===== src/rtl/field_vga_scan.sv =====
// VGA raster reader for a 20x20 playfield: registered syncs/colour, snapshot latched at vblank start.
// Optional macro FIELD_GRID_EN overlays 12'h444 grid lines on cell borders and the outer field edge.
module field_vga_scan #(
    parameter int H_ACTIVE = 640,
    parameter int H_FP     = 16,
    parameter int H_SYNC   = 96,
    parameter int H_BP     = 48,
    parameter int V_ACTIVE = 480,
    parameter int V_FP     = 10,
    parameter int V_SYNC   = 2,
    parameter int V_BP     = 33,
    parameter int CELL_PX  = 16,
    parameter int X_OFF    = 160,
    parameter int Y_OFF    = 80
) (
    input  logic         clk,
    input  logic         rst_n,
    input  logic [399:0] field_display,
    output logic         hsync,
    output logic         vsync,
    output logic [11:0]  rgb,
    output logic         frame_tick
);
    localparam int H_TOTAL  = H_ACTIVE + H_FP + H_SYNC + H_BP;
    localparam int V_TOTAL  = V_ACTIVE + V_FP + V_SYNC + V_BP;
    localparam int HW       = $clog2(H_TOTAL);
    localparam int VW       = $clog2(V_TOTAL);
    localparam int HS_START = H_ACTIVE + H_FP;
    localparam int HS_END   = HS_START + H_SYNC;
    localparam int VS_START = V_ACTIVE + V_FP;
    localparam int VS_END   = VS_START + V_SYNC;
    localparam int FIELD_W  = 20 * CELL_PX;
    localparam int CELL_SH  = $clog2(CELL_PX);
    localparam bit CELL_POW2 = ((1 << CELL_SH) == CELL_PX);

    if (X_OFF + FIELD_W > H_ACTIVE || Y_OFF + FIELD_W > V_ACTIVE) begin : g_fit_check
        $error("field_vga_scan: 20x20 field does not fit inside the active area");
    end

    logic [HW-1:0]  h_q, h_d;
    logic [VW-1:0]  v_q, v_d;
    logic [399:0]   snap_q;
    logic           hsync_q, vsync_q, tick_q;
    logic [11:0]    rgb_q, pix_d;
    logic           h_wrap, active, in_field, snap_load, cell_on;
    logic [4:0]     col, row;
    logic [8:0]     cell_idx;
`ifdef FIELD_GRID_EN
    logic           grid_x, grid_y, in_box, on_grid;
`endif

    always_comb begin
        h_wrap = (h_q == HW'(H_TOTAL - 1));
        h_d    = h_wrap ? '0 : h_q + 1'b1;
        v_d    = v_q;
        if (h_wrap) begin
            v_d = (v_q == VW'(V_TOTAL - 1)) ? '0 : v_q + 1'b1;
        end
    end

    // Cell coordinates: plain shift for power-of-two cells, running sub-counters otherwise.
    if (CELL_POW2) begin : g_shift
        logic [HW-1:0] rel_x;
        logic [VW-1:0] rel_y;
        assign rel_x = h_q - HW'(X_OFF);
        assign rel_y = v_q - VW'(Y_OFF);
        assign col   = 5'(rel_x >> CELL_SH);
        assign row   = 5'(rel_y >> CELL_SH);
`ifdef FIELD_GRID_EN
        assign grid_x = ((rel_x & HW'(CELL_PX - 1)) == '0);
        assign grid_y = ((rel_y & VW'(CELL_PX - 1)) == '0);
`endif
    end else begin : g_subcnt
        localparam int CW = $clog2(CELL_PX);
        logic [CW-1:0] cx_q, cy_q;
        logic [4:0]    col_q, row_q;

        always_ff @(posedge clk or negedge rst_n) begin
            if (!rst_n) begin
                cx_q  <= '0;
                cy_q  <= '0;
                col_q <= '0;
                row_q <= '0;
            end else begin
                if (h_d == HW'(X_OFF)) begin
                    cx_q  <= '0;
                    col_q <= '0;
                end else if (cx_q == CW'(CELL_PX - 1)) begin
                    cx_q  <= '0;
                    col_q <= col_q + 1'b1;
                end else begin
                    cx_q  <= cx_q + 1'b1;
                end
                if (h_wrap) begin
                    if (v_d == VW'(Y_OFF)) begin
                        cy_q  <= '0;
                        row_q <= '0;
                    end else if (cy_q == CW'(CELL_PX - 1)) begin
                        cy_q  <= '0;
                        row_q <= row_q + 1'b1;
                    end else begin
                        cy_q  <= cy_q + 1'b1;
                    end
                end
            end
        end

        assign col = col_q;
        assign row = row_q;
`ifdef FIELD_GRID_EN
        assign grid_x = (cx_q == '0);
        assign grid_y = (cy_q == '0);
`endif
    end

`ifdef FIELD_GRID_EN
    // The box includes one extra pixel column/row so the far field edge gets its closing line.
    assign in_box  = (h_q >= HW'(X_OFF)) && (h_q <= HW'(X_OFF + FIELD_W)) &&
                     (v_q >= VW'(Y_OFF)) && (v_q <= VW'(Y_OFF + FIELD_W));
    assign on_grid = (in_field && (grid_x || grid_y)) ||
                     (in_box && ((h_q == HW'(X_OFF + FIELD_W)) || (v_q == VW'(Y_OFF + FIELD_W))));
`endif

    always_comb begin
        active    = (h_q < HW'(H_ACTIVE)) && (v_q < VW'(V_ACTIVE));
        in_field  = (h_q >= HW'(X_OFF)) && (h_q < HW'(X_OFF + FIELD_W)) &&
                    (v_q >= VW'(Y_OFF)) && (v_q < VW'(Y_OFF + FIELD_W));
        cell_idx  = 9'(row) * 9'd20 + 9'(col);
        cell_on   = snap_q[cell_idx];
        snap_load = (h_q == '0) && (v_q == VW'(V_ACTIVE));
        pix_d     = 12'h000;
        if (active) begin
            pix_d = 12'h222;
            if (in_field) begin
                pix_d = cell_on ? 12'h0F0 : 12'h000;
            end
`ifdef FIELD_GRID_EN
            if (on_grid) begin
                pix_d = 12'h444;
            end
`endif
        end
    end

    always_ff @(posedge clk or negedge rst_n) begin
        if (!rst_n) begin
            h_q     <= '0;
            v_q     <= '0;
            snap_q  <= '0;
            hsync_q <= 1'b1;
            vsync_q <= 1'b1;
            rgb_q   <= 12'h000;
            tick_q  <= 1'b0;
        end else begin
            h_q     <= h_d;
            v_q     <= v_d;
            hsync_q <= !((h_q >= HW'(HS_START)) && (h_q < HW'(HS_END)));
            vsync_q <= !((v_q >= VW'(VS_START)) && (v_q < VW'(VS_END)));
            rgb_q   <= pix_d;
            tick_q  <= snap_load;
            if (snap_load) begin
                snap_q <= field_display;
            end
        end
    end

    assign hsync      = hsync_q;
    assign vsync      = vsync_q;
    assign rgb        = rgb_q;
    assign frame_tick = tick_q;
endmodule


===== config.mk =====
export PLATFORM = sky130hd
export DESIGN_NAME = field_vga_scan
export DESIGN_NICKNAME = d
export VERILOG_FILES = /design/src/rtl/field_vga_scan.sv
export SDC_FILE = /design/constraint.sdc
export NUM_CORES = 1
export LEC_CHECK = 0
export BUFFER_PORTS_ARGS = -buffer_cell sky130_fd_sc_hd__buf_2
export CORE_UTILIZATION = 30
export DETAILED_ROUTE_END_ITERATION = 7
export PLACE_DENSITY_LB_ADDON = 0.05
export SLEW_MARGIN = 40
export SYNTH_ARGS = -nofsm -noshare
export SYNTH_HDL_FRONTEND = slang
export SYNTH_SLANG_ARGS = --single-unit

===== constraint.sdc =====
create_clock -name clk -period 4.99 [get_ports clk]
set_input_delay 0.2495 -clock clk [delete_from_list [all_inputs] [get_ports clk]]
set_output_delay 0.2495 -clock clk [all_outputs]
set_load 0.03 [all_outputs]

======== Word level (Yosys, flattened, before mapping) ========
Cells that the tools add are included.
operators by class
  add/subtract/negate cells ............... 5
  multiply operators ...................... 1
  magnitude comparators ................... 11
  eq/ne operators ......................... 3
  multiplexer cells ....................... 7
  reductions and logical operators ........ 10
operators by type and width
  operator                 count
  $lt A10 B9 Y1 const B    4
  $mux W10                 3
  $add A10 B1 Y10 const B  2
  $eq A10 B10 Y1 const B   2
  $lt A10 B10 Y1 const B   2
  $mux W12                 1
  $eq A10 B9 Y1 const B    1
  $ge A10 B10 Y1 const B   1
  $ge A10 B7 Y1 const B    1
  $ge A10 B8 Y1 const B    1
  $ge A10 B9 Y1 const B    1
  $logic_not A10 Y1        1
  $lt A9 B10 Y1 const B    1
  $add A9 B5 Y9            1
  $bmux W1 S9              1
  $sub A9 B7 Y9 const B    1
  $sub A9 B8 Y9 const B    1
  $mux W8                  1
  $logic_and A1 B1 Y1      7
  $mul A5 B3 Y7 const B    1
  $logic_not A1 Y1         2
  $mux W1                  1
word-level totals
  bits in registers ....................... 435
  bits of input ports ..................... 402
  output and inout bits ................... 15
  word-level logic and storage cells ...... 44

======== Longest topological paths before layout ========
Gate-level depths: netlist of the first run.
  depth in word-level cells ............... 8
  gate-level depth with buffers ........... 17
  depth with buffers taken out ............ 16

======== Worst setup path after synthesis of the first run ========
Ideal clock, no wire load.
  path kind ............................... reg2reg
  start point ............................. reg h_q[5]
  end point ............................... reg rgb_q[5] (netlist: rgb[5])
  library setup time ...................... 0.119 ns
  arrival ................................. 3.766 ns
  required time ........................... 4.871 ns
  slack ................................... 1.105 ns
  cell stages (with the launch flop) ...... 16
  buffers on the path ..................... 4
  period minus slack after synthesis ...... 3.885 ns
  cell sequence ........................... dfrtp_1 buf_4 buf_2 buf_2 buf_2 o21ai_0 xor2_1 ha_1 xor2_2 mux4_2 mux4_2 o21ai_0 a211oi_1 o21ai_0 a32oi_1 o21a_1
on the way
  word-level cells in the longest chain between the ends .. 7
  elaborated cells on any way between the ends .. 14
  those cells by class .................... add/sub (2); order compare (3); mux (5); reduce/logical (4)
ends and longest elaborated chain
  item                           RTL line  source
  from (decl)                    40        logic [HW-1:0] h_q, h_d;
  from (signal assigned)         147       h_q <= '0;
  from (signal assigned)         155       h_q <= h_d;
  $sub A9 B8 Y9                  65        assign rel_x = h_q - HW'(X_OFF);
  $add A9 B5 Y9                  128       cell_idx = 9'(row) * 9'd20 + 9'(col);
  $bmux W1 S9                    129       cell_on = snap_q[cell_idx];
  $mux W1 (not written as such)  129
  $mux W8                        135       pix_d = cell_on ? 12'h0F0 : 12'h000;
  $mux W10                       134       if (in_field) begin
  $mux W12 (*)                   132       if (active) begin
  via pix_d[5]                   44        logic [11:0] rgb_q, pix_d;
  to (signal assigned)           159       rgb_q <= pix_d;
  to (decl)                      44
Mark *: on every way through the listed nets, which the timed path passes. The rest lies on a longest branch. The select of a mux whose other input is x is not followed.
A chain may end at the register's enable or synchronous reset.

======== Final worst setup path of the first run ========
  start point ............................. reg v_q[4]
  end point ............................... reg rgb_q[5] (netlist: rgb[5])
on the way
  word-level cells in the longest chain between the ends .. 8
  elaborated cells on any way between the ends .. 14
  those cells by class .................... add/sub (2); mul (1); order compare (3); mux (5); reduce/logical (3)
ends and longest elaborated chain
  item                           RTL line  source
  from (decl)                    41        logic [VW-1:0] v_q, v_d;
  from (signal assigned)         156       v_q <= v_d;
  $sub A9 B7 Y9                  66        assign rel_y = v_q - VW'(Y_OFF);
  $mul A5 B3 Y7                  128
  $add A9 B5 Y9                  128
  $bmux W1 S9                    129
  $mux W1 (not written as such)  129
  $mux W8                        135
  $mux W10                       134
  $mux W12 (*)                   132
  via pix_d[5]                   44
Marked as above.

==> flow_summary.ini, run 1 <==
[power_and_ir_drop]
power_density_nw_per_um2 = 273
p_total_w = 0.00787
cellLeakagePower_nw = 13.9
vdd_ir_drop_max_mv = 0.226

[sta]
finalHoldViolCount = 0
setup_violations = 0
worstMarginPinSlew_ns = 0.701
rsz0062_at_grt = no
tns_ns = 0
post-route-min-period_ns = 4.32
finalCritPeriodShare_pct = 86.7
skew_ns = 0.0293
drv_slew = 0
max_freq_mhz = 231
relSlewSlack_pct = 53.3

[clock_tree]
clk_path_buf_depth = 3
ctsRootBufferMaster = clkbuf_16
cts_tree = yes
postCtsSetupBuffers = 0
clkLatencyLatePin_ns = 0.61
path_clk_slew_ns = 0.06
cts_made_buffers = 52
h-tree-depth = 2
cts.sinks = 426

[place]
port-buffer-count = 410
hpwl_um = 46100
routabilityCongestion = 0.798
dp_cells = 2522

[layout]
fin_nets = 2537
final.fill_count = 6299
post_layout_nonfiller_instances = 3023
drive_above_1_share_pct = 48.2
synthToLayoutAreaGrowth_pct = 42.3

[grt]
grt_use_total_pct = 19.1
grt_overflow = 0
grt_pass1_vias = 15700
grt_start_max_net_pins = 107
antenna_found_initial = 12
grt_pass1_wl_um = 97900

[drt]
vias = 14200
wire_per_inst_um = 21.3
avgViaCountPerCell = 4.71
drtIter0Drc = 622
wirelength_um = 64500
ant_nets = 0
dr.pass1.iters = 5
drc_errors = 0

[logic_synthesis]
syn_inst = 1309
yosysSeqAreaShare_pct = 52.6
ys_ff_latch = 426
async_reset_ff_share_pct = 100
synth_flop_cell = dfrtp_1
yosys_warnings = 0
netlist_area_um2 = 20300
avgSynthCellArea_um2 = 15.5
synth.distinct_cells = 64
synth_edf_count = 0

[setup_path]
crit_slowest_cell = mux4_2
crit_fanout = 10
end_kind = register
arrival_ns = 4.82
cp_cell_sequence = inv_1 -> ha_1 -> xnor2_1 -> ha_1 -> ha_1 -> xor2_4 -> mux4_2 -> mux4_2 -> o21ai_0 -> a211oi_1 -> o21ai_0 -> a32oi_1 -> o21a_1
max_stage_delay_ns = 0.50
critical_path_class = register to register
path_buf_inv = 1
cp-start-kind = register
cpMostUsedCell = ha_1
critical-path-top-delay-family = adder cells
crit_required_ns = 5.48

[floorplanning]
fp.coreArea_um2 = 66300
fp-row-count = 94
num_io_pins = 417
die_x_um = 262
die_y_um = 262
fp.dieArea_um2 = 68600
start_util_pct = 30.5

[job]
maxCapViolations = 0

[outcome]
status = finished clean

[hold_path]
min_path_type = input port to async pin
## cell families (layout without fill, tap and decap cells)
group | count (synthesis) | count (layout) | synth area share (%)
multiplexers | 520 | 520 | 34.7
flip-flops | 426 | 426 | 52.6
AND/OR/NAND/NOR | 131 | 131 | 3.34
buffers and inverters | 110 | 950 | 4.28
AO/OA/AOI/OAI | 76 | 76 | 2.58
XOR/XNOR | 23 | 23 | 1.03
adder cells (fa/ha/maj) | 22 | 22 | 1.43
other | 1 | 11 | 0.0185
## report_power, final
group	switching, W	total [W]	internal [W]
sequential	0	0.00346	0.00346
combinational	0.000185	0.000510	0.000325
clock	0.00153	0.00390	0.00237
total	0.00171	0.00787	0.00615
## worst reg2reg max path, delay by kind of cell, from the launching register on
kind                     cells  cell delay [ns]
flip-flops                   1             0.42
adder cells (fa/ha/maj)      3             1.02
XOR/XNOR                     2             0.74
multiplexers                 2             0.90
buffers and inverters        1             0.16
AO/OA/AOI/OAI                5             0.99
## final cells by class
class	instances	area, µm²	area share, %
antenna	5	12.5	0.0434
clock inverter	9	139	0.482
multi-input combinational	778	8770	30.4
clock buffer	86	1630	5.66
inverter	17	63.8	0.221
sequential	426	10700	37.0
tap	864	1080	3.75
timing repair buffer	838	6450	22.4
## synth_stat cells (all sizes together), types with 5 or more instances
library cell    n  area (µm²)
nand4           8        56.3
o21ai          16        80.1
nand2          41         154
clkbuf         14        52.6
mux4          105        2360
xor2           10        95.1
dfrtp         424       10600
nand3          16        85.1
ha             20         250
a21oi          14        70.1
nor3           13        70.1
inv            16        60.1
nor4            5        46.3
nor2           24        90.1
mux2          402        4530
xnor2          13         114
buf            79         751
mux2i          13         130
a211oi          5        37.5
a22oi          10        75.1
## repair_timing
item	4_1_cts	5_1_grt
setup endpoints to repair	0	0
hold buffers	401	0
endpoints found under the hold margin	454	0
resized for setup	0	0
## routing by layer
metal  up-vias  track usage (%)  share of wire (%)
met5         -                0               0.12
met4        12             4.86                2.0
met3        95             3.65                4.5
met2       313             31.7                 49
met1      7317             25.4                 44
li1       6490                -                  -
## layout by cell type (no fill, tap or decap), drive strengths merged, types with 18 or more instances in the layout
cell and count:
clkbuf 86, buf 437, mux2 402, inv 18
ha 20, nand2 41, dfrtp 424, mux4 105
dlygate4sd3 401, nor2 24
## path summary, 6_finish.rpt
| path | endpoint | slack [ns] | depth (start not counted) | startpoint |
|---|---|---|---|---|
| min in group clk | snap_q[372] | 0.41 | 3 | field_display[372] |
| max in group asynchronous | snap_q[149] | 3.62 | 4 | rst_n |
| worst max-delay path | rgb[5] | 0.67 | 13 | v_q[4] |
| worst min register to register | snap_q[393] | 0.50 | 1 | snap_q[393] |
| worst min-delay path | snap_q[338] | 0.15 | 2 | rst_n |
| worst max register to register | rgb[5] | 0.67 | 13 | v_q[4] |
## stage by stage
stage | setup slack (ns) | hold slack [ns] | cell area [µm²] | util [%]
finish | 0.666 | 0.152 | 28800 | 43.4
global route | 0.427 | 0.163 | 28800 | 43.4
CTS | 0.655 | 0.136 | 28800 | 43.4
detailed placement | 0.639 | 0.202 | 23000 | 34.7
global placement | 0.773 | 0.382 | 22900 | 34.6
floorplan | 1.11 | -0.0461 | 20300 | -
## flip-flops by register name, summed over array words and instances, names as in the netlist
name	count
h_q	10
v_q	10
snap_q	400
frame_tick	1
vsync	1
hsync	1
rgb	3
(Power assumes the default switching activity.)
==> inputs of run 2 (changes only) <==
--- a/config.mk
+++ b/config.mk
@@ -5,7 +5,10 @@
 export SDC_FILE = /design/constraint.sdc
 export NUM_CORES = 1
 export LEC_CHECK = 0
+export ABC_AREA = 1
 export BUFFER_PORTS_ARGS = -buffer_cell sky130_fd_sc_hd__buf_2
+export CELL_PAD_IN_SITES_DETAIL_PLACEMENT = 1
+export CELL_PAD_IN_SITES_GLOBAL_PLACEMENT = 1
 export CORE_UTILIZATION = 30
 export DETAILED_ROUTE_END_ITERATION = 7
 export PLACE_DENSITY_LB_ADDON = 0.05
==> constraint.sdc (replaced) <==
create_clock -name clk -period 4.99 [get_ports clk]
set_input_delay 0.7485 -clock clk [delete_from_list [all_inputs] [get_ports clk]]
set_output_delay 0.7485 -clock clk [all_outputs]
set_load 0.03 [all_outputs]
==> run 2 against run 1 <==
Net effect: maximum frequency is 9.8% higher; final cell count is 35% higher; clock skew is 0.0026 ns higher; core utilization is 6.4 points lower.
==> flow_summary.ini, run 2 <==
[place]
dp_cells = 3995
pre_cts_slack_ns = 0.984
hpwl_um = 57100
port-buffer-count = 410
routabilityCongestion = 0.817

[sta]
rsz0062_at_grt = no
setup_ws_ns = 1.05
worstMarginPinSlew_ns = 0.857
skew_ns = 0.0319
setup_violations = 0
drv_slew = 0
finalHoldViolCount = 0
post-route-min-period_ns = 3.94
relSlewSlack_pct = 42.8
tns_ns = 0
fin_hold_ws_ns = 0.0908
max_freq_mhz = 254
finalCritPeriodShare_pct = 78.9

[grt]
antenna_found_initial = 1
grt_busiest_layer = met2
met3_usage_pct = 2.91
met1_usage_pct = 33.6
use_met2_pct = 38.6
grt_start_max_net_pins = 180
grt_pass1_wl_um = 127000
grt_overflow = 0
grt_use_total_pct = 23.7
grt_pass1_vias = 21000

[logic_synthesis]
syn_inst = 2795
synth_edf_count = 0
synth-compound-area-share_pct = 5.98
async_reset_ff_share_pct = 100
avgSynthCellArea_um2 = 7.43
ys_top_cells_by_area = dfrtp_1, nand2_1, nand3_1
synth_area_leader_cell = dfrtp_1
netlist_area_um2 = 20800
synth_xor_area_share_pct = 0.633
yosysSeqAreaShare_pct = 51.4
synth_flop_cell = dfrtp_1
synthAdderAreaFrac_pct = 1.40
synth_simple_gate_area_share_pct = 33.4
synth_top_family_by_area = simple AND/OR/NAND/NOR gates
synth_top_area_share_pct = 51.1
synth.distinct_cells = 40
yosys_warnings = 0
synth_mux_area_share_pct = 0
ys_ff_latch = 426
yosysMostFrequentCell = nand2_1
synth_common_cells = nand2_1, dfrtp_1, nand3_1

[clock_tree]
clkLatencyLatePin_ns = 0.61
hold_buffers = 0
clk_path_buf_depth = 3
cts_tree = yes
cts.sinks = 426
ctsRootBufferMaster = clkbuf_16
postCtsSetupBuffers = 0
cts_resized = 0
path_clk_slew_ns = 0.06
h-tree-depth = 2
cts_made_buffers = 53

[layout]
top_regs = snap_q: 400 flops, h_q: 10 flops, v_q: 10 flops
post_layout_nonfiller_instances = 4093
fin_nets = 3545
regMostFlops = snap_q
final_common_cell = nand2_1
final_cell_mix = nand2_1, dfrtp_1, buf_2
largest_reg_flops = 400
synthToLayoutAreaGrowth_pct = 22.5
drive_above_1_share_pct = 17.2
antenna_cells = 0

[setup_path]
cp_cell_sequence = inv_4 -> ha_1 -> xnor2_1 -> fa_4 -> inv_2 -> nand3_1 -> nand3_1 -> nand2_1 -> nand2_1 -> nand2_1 -> nor2_1 -> nand2_1 -> nand3_1 -> nand2_1 -> nor2_1
critical-path-top-delay-family = adder cells
cp-start-kind = register
crit_fanout = 26
path_buf_inv = 2
max_stage_delay_ns = 0.94
cpMostUsedCell = nand2_1
arrival_ns = 4.46
crit_slowest_cell = fa_4
end_kind = register
crit_required_ns = 5.51
critical_path_class = register to register

[power_and_ir_drop]
cellLeakagePower_nw = 12.3
power_density_nw_per_um2 = 299
vdd_ir_drop_max_mv = 0.208

[drt]
vias = 19400
ant_nets = 0
avgViaCountPerCell = 4.73
wirelength_um = 82200
drtIter0Drc = 1334
wire_per_inst_um = 20.1
dr.pass1.iters = 5
drc_errors = 0

[floorplanning]
die_x_um = 265
die_y_um = 265
fp.coreArea_um2 = 68600
fp.dieArea_um2 = 70200
fp-row-count = 96
num_io_pins = 417
start_util_pct = 30.3

[hold_path]
min_path_type = input port to async pin

[job]
maxCapViolations = 0

[outcome]
status = finished clean
==> run 2: path summary, 6_finish.rpt <==
| kind | start | endpoint | slack (ns) | cells after the start |
|---|---|---|---|---|
| worst max register to register | h_q[5] | rgb[7] | 1.05 | 15 |
| worst max-delay path | h_q[5] | rgb[7] | 1.05 | 15 |
| worst min-delay path | rst_n | snap_q[36] | 0.09 | 1 |
| worst min register to register | snap_q[213] | snap_q[213] | 0.47 | 2 |
| max in group asynchronous | rst_n | snap_q[129] | 3.65 | 3 |
| min in group clk | field_display[89] | snap_q[89] | 0.35 | 3 |
==> run 2: cell type report <==
| class | instances | area (µm²) |
|---|---|---|
| fill | 8433 | 43200 |
| sequential | 426 | 10700 |
| multi-input combinational | 2012 | 8660 |
| timing repair buffer | 442 | 2470 |
| clock buffer | 85 | 1630 |
| tap | 931 | 1160 |
| inverter | 186 | 713 |
| clock inverter | 11 | 116 |
==> run 2: metal layers <==
| metal | share of wire, % | wire length, µm | up-vias |
|---|---|---|---|
| met5 | 0 | 0 | - |
| met4 | 1.8 | 1450 | 0 |
| met3 | 3.6 | 2930 | 84 |
| met2 | 47 | 38300 | 364 |
| met1 | 48 | 39500 | 9586 |
| li1 | - | - | 9333 |
==> run 2: cells by family (layout without fill, tap and decap cells) <==
logic type               count (synthesis)  in the layout
AND/OR/NAND/NOR                       1729           1729
flip-flops                             426            426
buffers and inverters                  362            724
AO/OA/AOI/OAI                          240            240
adder cells (fa/ha/maj)                 22             22
XOR/XNOR                                15             15
other                                    1              6
==> run 2: stage by stage <==
stage                     util [%]  instance area (µm²)  total power, W
after detailed placement      34.5                23600         0.00382
after global placement        34.4                23600         0.00382
after global routing          37.1                25400         0.00788
after floorplan                  -                20800         0.00353
final                         37.1                25400         0.00760
after CTS                     37.0                25400         0.00773
==> run 2: power breakdown <==
part | internal, W | switching [W]
Combinational | 0.000120 | 0.000170
Sequential | 0.00346 | 0
Clock | 0.00232 | 0.00154
Total | 0.00589 | 0.00171
==> inputs of run 3 (changes only) <==
==> constraint.sdc (replaced) <==
create_clock -name clk -period 3.4 [get_ports clk]
set_input_delay 0.51 -clock clk [delete_from_list [all_inputs] [get_ports clk]]
set_output_delay 0.51 -clock clk [all_outputs]
set_load 0.03 [all_outputs]
==> run 3 against run 2 <==
Net effect: critical path depth up 6; die area unchanged; combinational power is 43% higher; via count grew 1.0%; non-clock buffer count increased by 25; register-to-register slack got worse by 0.88 ns; global-route usage increased by 0.36 points; setup slack worse by 0.88 ns; flip-flop and latch count unchanged; final cell count grew 0.51%; sequential power increased by 47%; critical path type unchanged; largest power group unchanged.
==> flow_summary.ini, run 3 (synthesis results as in run 2) <==
[sta]
max_freq_mhz = 310
relSlewSlack_pct = 51.0
post-route-min-period_ns = 3.22
drv_slew = 0
worstMarginPinSlew_ns = 0.736
finalHoldViolCount = 0
setup_violations = 0
tns_ns = 0
finalCritPeriodShare_pct = 94.8
skew_ns = 0.0178

[clock_tree]
h-tree-depth = 2
clk_path_buf_depth = 3
cts_made_buffers = 51
cts.sinks = 426
path_clk_slew_ns = 0.06
cts_tree = yes
ctsRootBufferMaster = clkbuf_16
clkLatencyLatePin_ns = 0.59

[layout]
final_common_cell = nand2_1
regMostFlops = snap_q
top_regs = snap_q: 400 flops, h_q: 10 flops, v_q: 10 flops
post_layout_nonfiller_instances = 4114
final.fill_count = 8484
largest_reg_flops = 400
fin_nets = 3568
final_cell_mix = nand2_1, dfrtp_1, buf_2
drive_above_1_share_pct = 18.1
final_area_um2 = 25800
synthToLayoutAreaGrowth_pct = 24.1

[floorplanning]
num_io_pins = 417
start_util_pct = 30.3
die_y_um = 265
fp-row-count = 96
die_x_um = 265
fp.coreArea_um2 = 68600
fp.dieArea_um2 = 70200

[setup_path]
setup.worst_path.start = v_q[5]
r2r_cells = 21
crit-reg2reg-capture = rgb[5]
crit_slowest_cell = fa_1
critical_path_class = register to register
critical-path-top-delay-family = simple AND/OR/NAND/NOR gates
crit_fanout = 6
crit_required_ns = 3.87
cpMostUsedCell = nand2_1
max_stage_delay_ns = 0.51
end_kind = register
path_buf_inv = 4
cp-start-kind = register
ff2ff_setup_slack_ns = 0.18
r2r-start = v_q[5]
cp_cell_sequence = inv_2 -> ha_1 -> inv_1 -> nand2_1 -> inv_1 -> o21ai_0 -> nand2_1 -> ha_4 -> fa_1 -> inv_1 -> nand3_1 -> nand2_1 -> nand2_1 -> nor2_2 -> nand3_1 -> nand3_1 -> nor2_1 -> nand2_1 -> nand3_1 -> nand2_1 -> nand2_1
arrival_ns = 3.70

[hold_path]
holdPathEnd = snap_q[220]
min_path_type = input port to register
min_path_cells = 3
hold_start = field_display[220]

[place]
dp_cells = 4020
port-buffer-count = 410
hpwl_um = 59900
routabilityCongestion = 0.846
dpl_cell_area_um2 = 24000

[job]
maxCapViolations = 0

[grt]
grt_start_max_net_pins = 102
grt_pass1_wl_um = 129000
antenna_found_initial = 3
grt_pass1_vias = 21000
grt_use_total_pct = 24.0
grt_overflow = 0

[drt]
dr.pass1.iters = 5
vias = 19600
drtIter0Drc = 1440
wirelength_um = 83800
avgViaCountPerCell = 4.76
ant_nets = 0
wire_per_inst_um = 20.4
drc_errors = 0

[power_and_ir_drop]
p_total_w = 0.0113
cellLeakagePower_nw = 12.4
power_density_nw_per_um2 = 437
vdd_ir_drop_max_mv = 0.332

[outcome]
status = finished clean
[run 3: cell types whose count changed in the layout (fill, tap and decap cells not counted), sizes merged]
cell	before	now
dlygate4sd3	0	1
diode	0	1
clkbuf	85	81
buf	442	466
bufinv	2	5
clkinvlp	0	2
clkinv	10	4
[run 3: power breakdown]
group,switching [W],leakage (nW),total (W),internal (W)
combinational,0.000238,7.75,0.000414,0.000175
sequential,0,3.83,0.00507,0.00507
clock,0.00226,0.857,0.00578,0.00352
[run 3: metal layers]
metal / up-vias / global-route usage (%) / wire, µm
met2: 413 / 38.3 / 38200
met5: - / 0 / 13
met1: 9648 / 34.1 / 40200
met4: 2 / 6.37 / 1880
met3: 109 / 3.39 / 3440
li1: 9392 / - / -
[run 3: cell type report]
class	instances	area (µm²)	area share [%]
flip-flops and latches	426	10700	41.4
multi-input cells	2012	8690	33.7
repair buffers	467	2770	10.7
clock buffers	81	1570	6.10
well taps	931	1160	4.52
inverters	186	717	2.78
clock inverters	10	178	0.690
diodes	1	2.50	0.00971
[run 3: worst max path at each step]
stage                        end  slack, ns  cells past startpoint
after floorplan           rgb[5]       0.25                     18
after global placement    rgb[5]       0.19                     20
after detailed placement  rgb[5]       0.09                     21
after CTS                 rgb[5]       0.07                     21
after global routing      rgb[5]      -0.09                     21
final                     rgb[5]       0.18                     21
[run 3: metrics by stage]
step / utilization [%] / setup WS [ns] / hold WS, ns
2_1_floorplan: - / 0.247 / 0.214
6_report: 37.6 / 0.176 / 0.107
4_1_cts: 37.5 / 0.0678 / 0.0712
3_3_place_gp: 34.9 / 0.194 / 0.451
3_5_place_dp: 34.9 / 0.0913 / 0.458
5_1_grt: 37.6 / -0.0930 / 0.0980
[run 3: tightest hold or removal path: cells and delay by family]
family,cells,cell delay (ns)
buf+inv,1,0.08
simple gates,2,0.08
[run 3: timing repair]
item / in CTS / in global routing
setup endpoints to repair: 0 / 2
buffers inserted: 0 / 1
resized for setup: 0 / 12
endpoints found under the hold margin: 31 / 0
hold buffers: 1 / 0
